`src/rtl/sim_uart_boot.sv`:
```
// Simulation boot loader: receives a length-prefixed image over UART into imem,
// then reports 0xAA followed by the 8-bit image checksum on txd.
module sim_uart_boot #(
    parameter int CLKS_PER_BIT = 5,
    parameter int IMEM_WORDS   = 1024
) (
    input  logic sys_clock,
    input  logic reset,
    input  logic rxd,
    output logic txd
);
    localparam int          AW        = (IMEM_WORDS > 1) ? $clog2(IMEM_WORDS) : 1;
    localparam logic [15:0] BIT_LAST  = 16'(CLKS_PER_BIT - 1);
    localparam logic [15:0] HALF_LAST = 16'(CLKS_PER_BIT / 2 - 1);
    localparam logic [31:0] WORDS     = 32'(IMEM_WORDS);

    typedef enum logic [1:0] {RX_IDLE, RX_START, RX_DATA, RX_STOP} rx_state_e;
    typedef enum logic [1:0] {LD_HDR, LD_LOAD, LD_REPORT, LD_DONE} ld_state_e;

    logic [31:0] imem [IMEM_WORDS];

    logic        rx_s1_q, rx_s2_q, rx_prev_q;
    rx_state_e   rx_state_q;
    logic [15:0] rx_cnt_q;
    logic [2:0]  rx_bit_q;
    logic [7:0]  rx_shift_q, rx_byte_q;
    logic        rx_valid_q;

    ld_state_e   ld_state_q;
    logic [1:0]  hdr_idx_q;
    logic [31:0] length_q, count_q;
    logic [7:0]  csum_q;

    logic        tx_q;
    logic [15:0] tx_cnt_q;
    logic [4:0]  tx_left_q;
    logic [19:0] tx_shift_q;

    logic [31:0]   length_d;
    logic [7:0]    csum_d;
    logic [7:0]    tx_sum;
    logic          tx_start;
    logic          mem_we;
    logic [AW-1:0] mem_word;
    logic [1:0]    mem_lane;

    always_comb begin
        length_d = length_q;
        length_d[8*hdr_idx_q +: 8] = rx_byte_q;
        csum_d   = csum_q + rx_byte_q;
        tx_sum   = (ld_state_q == LD_HDR) ? 8'h00 : csum_d;
        tx_start = rx_valid_q &&
                   (((ld_state_q == LD_HDR) && (hdr_idx_q == 2'd3) && (length_d == 32'd0)) ||
                    ((ld_state_q == LD_LOAD) && (count_q == length_q - 32'd1)));
        // Bytes past the end of imem are still counted and summed, just not stored.
        mem_we   = !reset && rx_valid_q && (ld_state_q == LD_LOAD) &&
                   ({2'b00, count_q[31:2]} < WORDS);
        mem_word = count_q[AW+1:2];
        mem_lane = count_q[1:0];
    end

    always_ff @(posedge sys_clock) begin
        if (mem_we) begin
            imem[mem_word][8*mem_lane +: 8] <= rx_byte_q;
        end
    end

    always_ff @(posedge sys_clock) begin
        if (reset) begin
            rx_s1_q    <= 1'b1;
            rx_s2_q    <= 1'b1;
            rx_prev_q  <= 1'b1;
            rx_state_q <= RX_IDLE;
            rx_cnt_q   <= '0;
            rx_bit_q   <= '0;
            rx_shift_q <= '0;
            rx_byte_q  <= '0;
            rx_valid_q <= 1'b0;
            ld_state_q <= LD_HDR;
            hdr_idx_q  <= '0;
            length_q   <= '0;
            count_q    <= '0;
            csum_q     <= '0;
            tx_q       <= 1'b1;
            tx_cnt_q   <= '0;
            tx_left_q  <= '0;
            tx_shift_q <= '1;
        end else begin
            rx_s1_q    <= rxd;
            rx_s2_q    <= rx_s1_q;
            rx_prev_q  <= rx_s2_q;
            rx_valid_q <= 1'b0;

            case (rx_state_q)
                RX_IDLE: begin
                    if (rx_prev_q && !rx_s2_q) begin
                        rx_state_q <= RX_START;
                        rx_cnt_q   <= '0;
                    end
                end
                RX_START: begin
                    if (rx_cnt_q == HALF_LAST) begin
                        rx_cnt_q   <= '0;
                        rx_bit_q   <= '0;
                        rx_state_q <= rx_s2_q ? RX_IDLE : RX_DATA;
                    end else begin
                        rx_cnt_q <= rx_cnt_q + 16'd1;
                    end
                end
                RX_DATA: begin
                    if (rx_cnt_q == BIT_LAST) begin
                        rx_cnt_q   <= '0;
                        rx_shift_q <= {rx_s2_q, rx_shift_q[7:1]};
                        rx_bit_q   <= rx_bit_q + 3'd1;
                        if (rx_bit_q == 3'd7) rx_state_q <= RX_STOP;
                    end else begin
                        rx_cnt_q <= rx_cnt_q + 16'd1;
                    end
                end
                RX_STOP: begin
                    if (rx_cnt_q == BIT_LAST) begin
                        rx_cnt_q   <= '0;
                        rx_state_q <= RX_IDLE;
                        if (rx_s2_q) begin
                            rx_valid_q <= 1'b1;
                            rx_byte_q  <= rx_shift_q;
                        end
                    end else begin
                        rx_cnt_q <= rx_cnt_q + 16'd1;
                    end
                end
                default: rx_state_q <= RX_IDLE;
            endcase

            case (ld_state_q)
                LD_HDR: begin
                    count_q <= '0;
                    csum_q  <= '0;
                    if (rx_valid_q) begin
                        length_q  <= length_d;
                        hdr_idx_q <= hdr_idx_q + 2'd1;
                        if (hdr_idx_q == 2'd3) begin
                            ld_state_q <= (length_d == 32'd0) ? LD_REPORT : LD_LOAD;
                        end
                    end
                end
                LD_LOAD: begin
                    if (rx_valid_q) begin
                        count_q <= count_q + 32'd1;
                        csum_q  <= csum_d;
                        if (count_q == length_q - 32'd1) ld_state_q <= LD_REPORT;
                    end
                end
                LD_REPORT: begin
                    if (tx_left_q == 5'd0) ld_state_q <= LD_DONE;
                end
                default: ;
            endcase

            // Both report frames go out as one 20-bit shift; the top pad bit holds idle after the last stop.
            if (tx_start) begin
                tx_q       <= 1'b0;
                tx_shift_q <= {2'b11, tx_sum, 1'b0, 1'b1, 8'hAA};
                tx_left_q  <= 5'd20;
                tx_cnt_q   <= '0;
            end else if (tx_left_q != 5'd0) begin
                if (tx_cnt_q == BIT_LAST) begin
                    tx_cnt_q   <= '0;
                    tx_q       <= tx_shift_q[0];
                    tx_shift_q <= {1'b1, tx_shift_q[19:1]};
                    tx_left_q  <= tx_left_q - 5'd1;
                end else begin
                    tx_cnt_q <= tx_cnt_q + 16'd1;
                end
            end
        end
    end

    assign txd = tx_q;

endmodule

```
`config.mk`:
```
export PLATFORM = sky130hd
export DESIGN_NAME = sim_uart_boot
export DESIGN_NICKNAME = d
export VERILOG_FILES = /design/src/rtl/sim_uart_boot.sv
export SDC_FILE = /design/constraint.sdc
export NUM_CORES = 1
export LEC_CHECK = 0
export ABC_AREA = 1
export CAP_MARGIN = 20
export CORE_MARGIN = 4
export CORE_UTILIZATION = 52
export CTS_BUF_LIST = sky130_fd_sc_hd__clkbuf_4
export DETAILED_ROUTE_END_ITERATION = 16
export PLACE_DENSITY = 0.67
export SLEW_MARGIN = 0
export SYNTH_ARGS = -nofsm -noshare
export SYNTH_HDL_FRONTEND = slang
export SYNTH_SLANG_ARGS = --single-unit
```
`constraint.sdc`:
```
create_clock -name sys_clock -period 3.1 [get_ports sys_clock]
set_input_delay 0.93 -clock sys_clock [delete_from_list [all_inputs] [get_ports sys_clock]]
set_output_delay 0.93 -clock sys_clock [all_outputs]
set_load 0.05 [all_outputs]
```
# ---- Word-level counts from Yosys, hierarchy flattened
# Cells that the tools add are included.
dict set report word_totals {
  regBits 157
  word_cells 121
  in_bits 3
  out_inout_bits 1
}
dict set report classes {
  reduce_logical 29
  muxes 38
  shifts 2
  n_addsub 9
  bitwise 2
  eq_ne 21
}
# operator count
set ops {}
lappend ops {{16-bit 2-to-1 mux} 4}
lappend ops {{32-bit one-hot mux with 2 select lines} 1}
lappend ops {{18-bit 2-to-1 mux} 3}
lappend ops {{16-bit one-hot mux with 3 select lines} 1}
lappend ops {{5-bit negator with 34-bit output} 1}
lappend ops {{8-bit by 34-bit variable shift with 32-bit output (first input constant)} 1}
lappend ops {{8-bit by 34-bit variable part select with 32-bit output} 1}
lappend ops {{16-bit by 1-bit adder with 16-bit output (second input constant)} 2}
lappend ops {{32-bit by 1-bit adder with 32-bit output (second input constant)} 1}
lappend ops {{32-bit bitwise mux} 1}
lappend ops {{16-bit by 3-bit equality test with 1-bit output (second input constant)} 2}
lappend ops {{32-bit equality test} 1}
lappend ops {{32-bit logical NOT} 1}
lappend ops {{32-bit 2-to-1 mux} 1}
lappend ops {{32-bit by 1-bit subtractor with 32-bit output (second input constant)} 1}
lappend ops {{2-bit 2-to-1 mux} 12}
lappend ops {{16-bit by 1-bit equality test with 1-bit output (second input constant)} 1}
lappend ops {{8-bit 2-to-1 mux} 2}
lappend ops {{2-bit != test (second input constant)} 8}
lappend ops {{8-bit one-hot mux with 2 select lines} 1}
lappend ops {{5-bit 2-to-1 mux} 3}
lappend ops {{2-bit AND reduction} 5}
lappend ops {{8-bit adder} 1}
lappend ops {{2-bit equality test (second input constant)} 4}
lappend ops {{other kinds (25)} 42}

# ---- Depth between registers and ports, before layout
# Gate-level depths: netlist of run 1.
dict set report depth {
  depth_word 9
  depth_mapped 19
}

# ---- Worst setup path after synthesis of run 1
# No wires, ideal clock.
dict set report synth_timing {
  path_kind {flip-flop to flip-flop}
  start {register hdr_idx_q[0]}
  end {register tx_shift_q[17]}
  period_less_slack_ns 2.430
  arrival_ns 2.304
  path_slack_ns 0.670
  setup_time_ns 0.126
  stages_incl_launch_ff 16
  n_path_buf 2
  cell_sequence {dfxtp_1 > buf_4 > inv_1 > ha_1 > inv_1 > nand3_1 > o22ai_1 > nor4_1 > nand3_1 > nor2_1 > nand3_1 > buf_2 > nand2_2 > nand2_1 > nand2_1 > nand2_1}
}
dict set report synth_between {
  elab_chain_len 9
}
# element line_no
set synth_lines {}
lappend synth_lines {{start, declared} 30} ;# logic [1:0] hdr_idx_q;
lappend synth_lines {{start signal, assigned} 141} ;# hdr_idx_q <= hdr_idx_q + 2'd1;
lappend synth_lines {{5-bit negator with 34-bit output} 49} ;# length_d[8*hdr_idx_q +: 8] = rx_byte_q;
lappend synth_lines {{8-bit by 34-bit variable part select with 32-bit output or 8-bit by 34-bit variable shift with 32-bit output (tied branches)} 49}
lappend synth_lines {{32-bit bitwise mux} 49}
lappend synth_lines {{32-bit logical NOT} 53} ;# (((ld_state_q == LD_HDR) && (hdr_idx_q == 2'd3) && (length_d == 32'd0)) ||
lappend synth_lines {{1-bit logical AND (*)} 53}
lappend synth_lines {{1-bit logical OR (*)} 53}
lappend synth_lines {{1-bit logical AND (*)} 52} ;# tx_start = rx_valid_q &&
lappend synth_lines {{2-bit nonzero test (no source line)} n/a}
lappend synth_lines {{2-bit AND reduction (no source line)} n/a}
lappend synth_lines {{end signal, assigned} 163} ;# tx_shift_q <= {2'b11, tx_sum, 1'b0, 1'b1, 8'hAA};
lappend synth_lines {{end signal, assigned} 170} ;# tx_shift_q <= {1'b1, tx_shift_q[19:1]};
lappend synth_lines {{end, declared} 37} ;# logic [19:0] tx_shift_q;
# Every way passes the cells marked *; elsewhere a longest branch is shown, timed or not.
# A chain may end at the register's enable or synchronous reset.

# ---- Worst setup path in the final report of run 1
dict set report layout_timing {
  start {register hdr_idx_q[1]}
  end {register tx_shift_q[17]}
}
# Same word-level chain as after synthesis.

==> results of run 1 <==
==> layout by cell type, fill, tap and decap left out, types with 5 or more instances in the layout <==
| master | instances |
|---|---|
| a211oi_1 | 9 |
| a21oi_1 | 109 |
| a221oi_1 | 5 |
| buf_4 | 13 |
| clkbuf_4 | 17 |
| dfxtp_1 | 157 |
| ha_1 | 27 |
| inv_1 | 206 |
| inv_2 | 8 |
| nand2_1 | 289 |
| nand2_2 | 10 |
| nand3_1 | 90 |
| nand3b_1 | 8 |
| nand4_1 | 54 |
| nor2_1 | 145 |
| nor2_2 | 11 |
| nor2_4 | 12 |
| nor3_1 | 37 |
| nor4_1 | 21 |
| o21ai_0 | 78 |
| o22ai_1 | 33 |
| or2_2 | 7 |
| xnor2_1 | 17 |
| xor2_1 | 40 |
==> through the flow <==
step                instances  cell area [µm²]  util, %  worst slack [ns]  hold slack, ns
CTS                      1694            10200     56.3             0.209           0.463
finish                   1696            10300     56.4             0.307           0.460
floorplan                1465             9750        -             0.670           0.389
detailed placement       1662             9940     54.6             0.212           0.444
global route             1696            10300     56.4            0.0234           0.493
global placement         1662             9940     54.6             0.250           0.439
==> layer usage <==
metal,up-vias,track usage [%],routed length [µm]
met5,-,0,0
met4,0,10.9,1110
met3,52,3.09,864
met2,187,39.0,11600
met1,4095,32.4,12000
li1,4817,-,-
==> cells by family (layout without fill, tap and decap cells) <==
kind of cell             Yosys count  count (layout)  synth area share, %
adder cells (fa/ha/maj)           29              29                 3.80
other                              0               2                    0
AO/OA/AOI/OAI                    251             251                 14.2
AND/OR/NAND/NOR                  707             707                 34.2
buffers and inverters            264             264                 10.5
XOR/XNOR                          57              57                 5.12
flip-flops                       157             157                 32.2
==> worst paths after layout <==
| kind | start | to | slack, ns | depth (start not counted) |
|---|---|---|---|---|
| worst min register to register | rx_shift_q[0]$_SDFFE_PP0P_ | rx_shift_q[0]$_SDFFE_PP0P_ | 0.46 | 2 |
| worst min-delay path | rx_shift_q[0]$_SDFFE_PP0P_ | rx_shift_q[0]$_SDFFE_PP0P_ | 0.46 | 2 |
| worst max-delay path | hdr_idx_q[1]$_SDFFE_PP0P_ | tx_shift_q[17]$_SDFFE_PP1P_ | 0.31 | 14 |
| worst max register to register | hdr_idx_q[1]$_SDFFE_PP0P_ | tx_shift_q[17]$_SDFFE_PP1P_ | 0.31 | 14 |
==> sequential cells by signal, summed over array words and instances, names as in the netlist, 2 cells and up, named ones only <==
register	flops
ld_state_q	2
tx_cnt_q	16
csum_q	8
hdr_idx_q	2
count_q	32
tx_shift_q	18
rx_bit_q	3
length_q	32
rx_byte_q	8
rx_cnt_q	16
tx_left_q	5
rx_shift_q	8
==> worst max-delay path, stage by stage (launching register included) <==
cell	delay, ns
dfxtp_1	0.41
inv_1	0.11
ha_1	0.34
inv_1	0.08
nand3_1	0.24
o22ai_1	0.16
nor4_2	0.33
nand3_1	0.14
nor2_1	0.14
nand3_1	0.20
buf_4	0.30
nand2_2	0.11
nand2_1	0.05
nand2_1	0.06
nand2_1	0.04
==> what timing repair did <==
action,CTS,global route
hold buffers,0,0
buffers inserted,0,0
endpoints found under the setup margin,0,31
resized for setup,0,2
==> where the power goes <==
part | internal (W) | switching (W) | leakage, nW
registers | 0.00203 | 0.00000891 | 1.27
logic | 0.0000341 | 0.000104 | 3.17
clock network | 0.000507 | 0.000804 | 0.160
total | 0.00257 | 0.000917 | 4.60
==> layout make-up <==
type,count,area (µm²),share of cell area [%]
Multi-Input combinational cell,1044,5590,54.5
Clock buffer,17,128,1.24
Sequential cell,157,3140,30.6
Inverter,216,811,7.90
Tap cell,229,287,2.79
Antenna cell,2,5.00,0.0488
Clock inverter,15,178,1.73
Timing Repair Buffer,16,123,1.19
==> metrics.json, run 1 <==
{
  "run_status": {"value": "complete, no violations"},
  "synthFlopType": {"value": "dfxtp_1"},
  "detailed_placement_wirelength_estimate": {"value": 19700, "unit": "µm"},
  "detailedRoute.firstIterationViolations": {"value": 599},
  "die_width": {"value": 145, "unit": "µm"},
  "detail_route.wl_per_cell": {"value": 15.0, "unit": "µm"},
  "cellPowerDensity": {"value": 339, "unit": "nW/µm²"},
  "synthesis.area": {"value": 9750, "unit": "µm²"},
  "synthMostInstantiatedCell": {"value": "nand2_1"},
  "synth_top_area_share": {"value": 32.2, "unit": "%"},
  "cts.path.max_buffers": {"value": 2},
  "layout-drive-gt1-share": {"value": 7.44, "unit": "%"},
  "io_pins": {"value": 4},
  "drtPass1Iterations": {"value": 5},
  "final.fill_count": {"value": 1796},
  "critical_path.endpoint_type": {"value": "flip-flop"},
  "post_synth_num_cell_types": {"value": 53},
  "worstMarginPinSlew": {"value": 0.861, "unit": "ns"},
  "cp.arrival": {"value": 3.27, "unit": "ns"},
  "leading_area_contributor_after_synthesis": {"value": "dfxtp_1"},
  "die_h": {"value": 145, "unit": "µm"},
  "post_synth_most_frequent_cells": {"value": "nand2_1, inv_1, dfxtp_1"},
  "viasPerCell": {"value": 5.40},
  "clk_root_buffer_cell": {"value": "clkbuf_4"},
  "fmax": {"value": 0.358, "unit": "GHz"},
  "relSlewSlack": {"value": 42.6, "unit": "%"},
  "ys_top_cells_by_area": {"value": "dfxtp_1, nand2_1, inv_1"},
  "fp.coreArea": {"value": 18200, "unit": "µm²"},
  "cts_buffers": {"value": 17},
  "yosysWarnings": {"value": 0},
  "clock-skew-final": {"value": 0.0283, "unit": "ns"},
  "hold_path.class": {"value": "flip-flop to flip-flop"},
  "design.final.nets": {"value": 1484},
  "ys_async_sr_fraction": {"value": 0, "unit": "%"},
  "initial_utilization": {"value": 53.5, "unit": "%"},
  "report.final.hold_viol_count": {"value": 0},
  "finalSetupViolations": {"value": 0},
  "detail_route.wirelength": {"value": 25500, "unit": "µm"},
  "worst_setup_hold_path_clk_slew": {"value": 0.15, "unit": "ns"},
  "area_delta_synth_final": {"value": 5.29, "unit": "%"},
  "total_leakage_power": {"value": 4.60, "unit": "nW"},
  "crit_path_max_fanout": {"value": 30},
  "total_grt_overflow": {"value": 0},
  "synth_enable_flop_cells": {"value": 0},
  "final_critical_path_time_including_i_o_delays_and_setup": {"value": 2.79, "unit": "ns"},
  "critical_path_required": {"value": 3.58, "unit": "ns"},
  "maxCapViolCount": {"value": 0},
  "place_congestion": {"value": 0.973},
  "synth_cells": {"value": 1465},
  "finalSetupTns": {"value": 0, "unit": "ns"},
  "clk-insertion-delay-late": {"value": 0.57, "unit": "ns"},
  "ant_nets": {"value": 0},
  "drt_drc_violations_left": {"value": 0},
  "grt_antenna_before_repair": {"value": 1},
  "routed-via-count": {"value": 9151},
  "grt_pass1_wl": {"value": 41800, "unit": "µm"},
  "htree_num_levels": {"value": 4},
  "first_global_vias": {"value": 8281},
  "die-area": {"value": 21000, "unit": "µm²"},
  "grt.total_usage": {"value": 24.1, "unit": "%"},
  "worstSetupStartpointType": {"value": "flip-flop"},
  "mappedNetlistNets": {"value": 1497},
  "finalMaxSlewViolations": {"value": 0},
  "max-vdd-ir-drop": {"value": 310, "unit": "µV"},
  "unrepaired_setup_endpoints_after_global_routing": {"value": "no"},
  "cts_tree": {"value": "built"},
  "timing_worst_setup_path_type": {"value": "flip-flop to flip-flop"},
  "numClockSinks": {"value": 157},
  "post_synth.cell_area_avg": {"value": 6.65, "unit": "µm²"},
  "power.total": {"value": 0.00348, "unit": "W"},
  "final.period_utilization": {"value": 90.1, "unit": "%"},
  "placement_rows": {"value": 49},
  "synth_seq_cells": {"value": 157},
  "post_synthesis_sequential_area_ratio": {"value": 32.2, "unit": "%"},
  "grt_max_degree": {"value": 80},
  "port-buffer-count": {"value": 3}
}
Note: power is estimated with default switching activity, not from simulation.
==> run 2, diff against run 1 <==
--- a/config.mk
+++ b/config.mk
@@ -6,6 +6,7 @@
 export NUM_CORES = 1
 export LEC_CHECK = 0
 export ABC_AREA = 1
+export ABC_CLOCK_PERIOD_IN_PS = 3100
 export CAP_MARGIN = 20
 export CORE_MARGIN = 4
 export CORE_UTILIZATION = 52
==> results of run 2 <==
No change in the layout: final DEF, timing and power equal those of run 1.
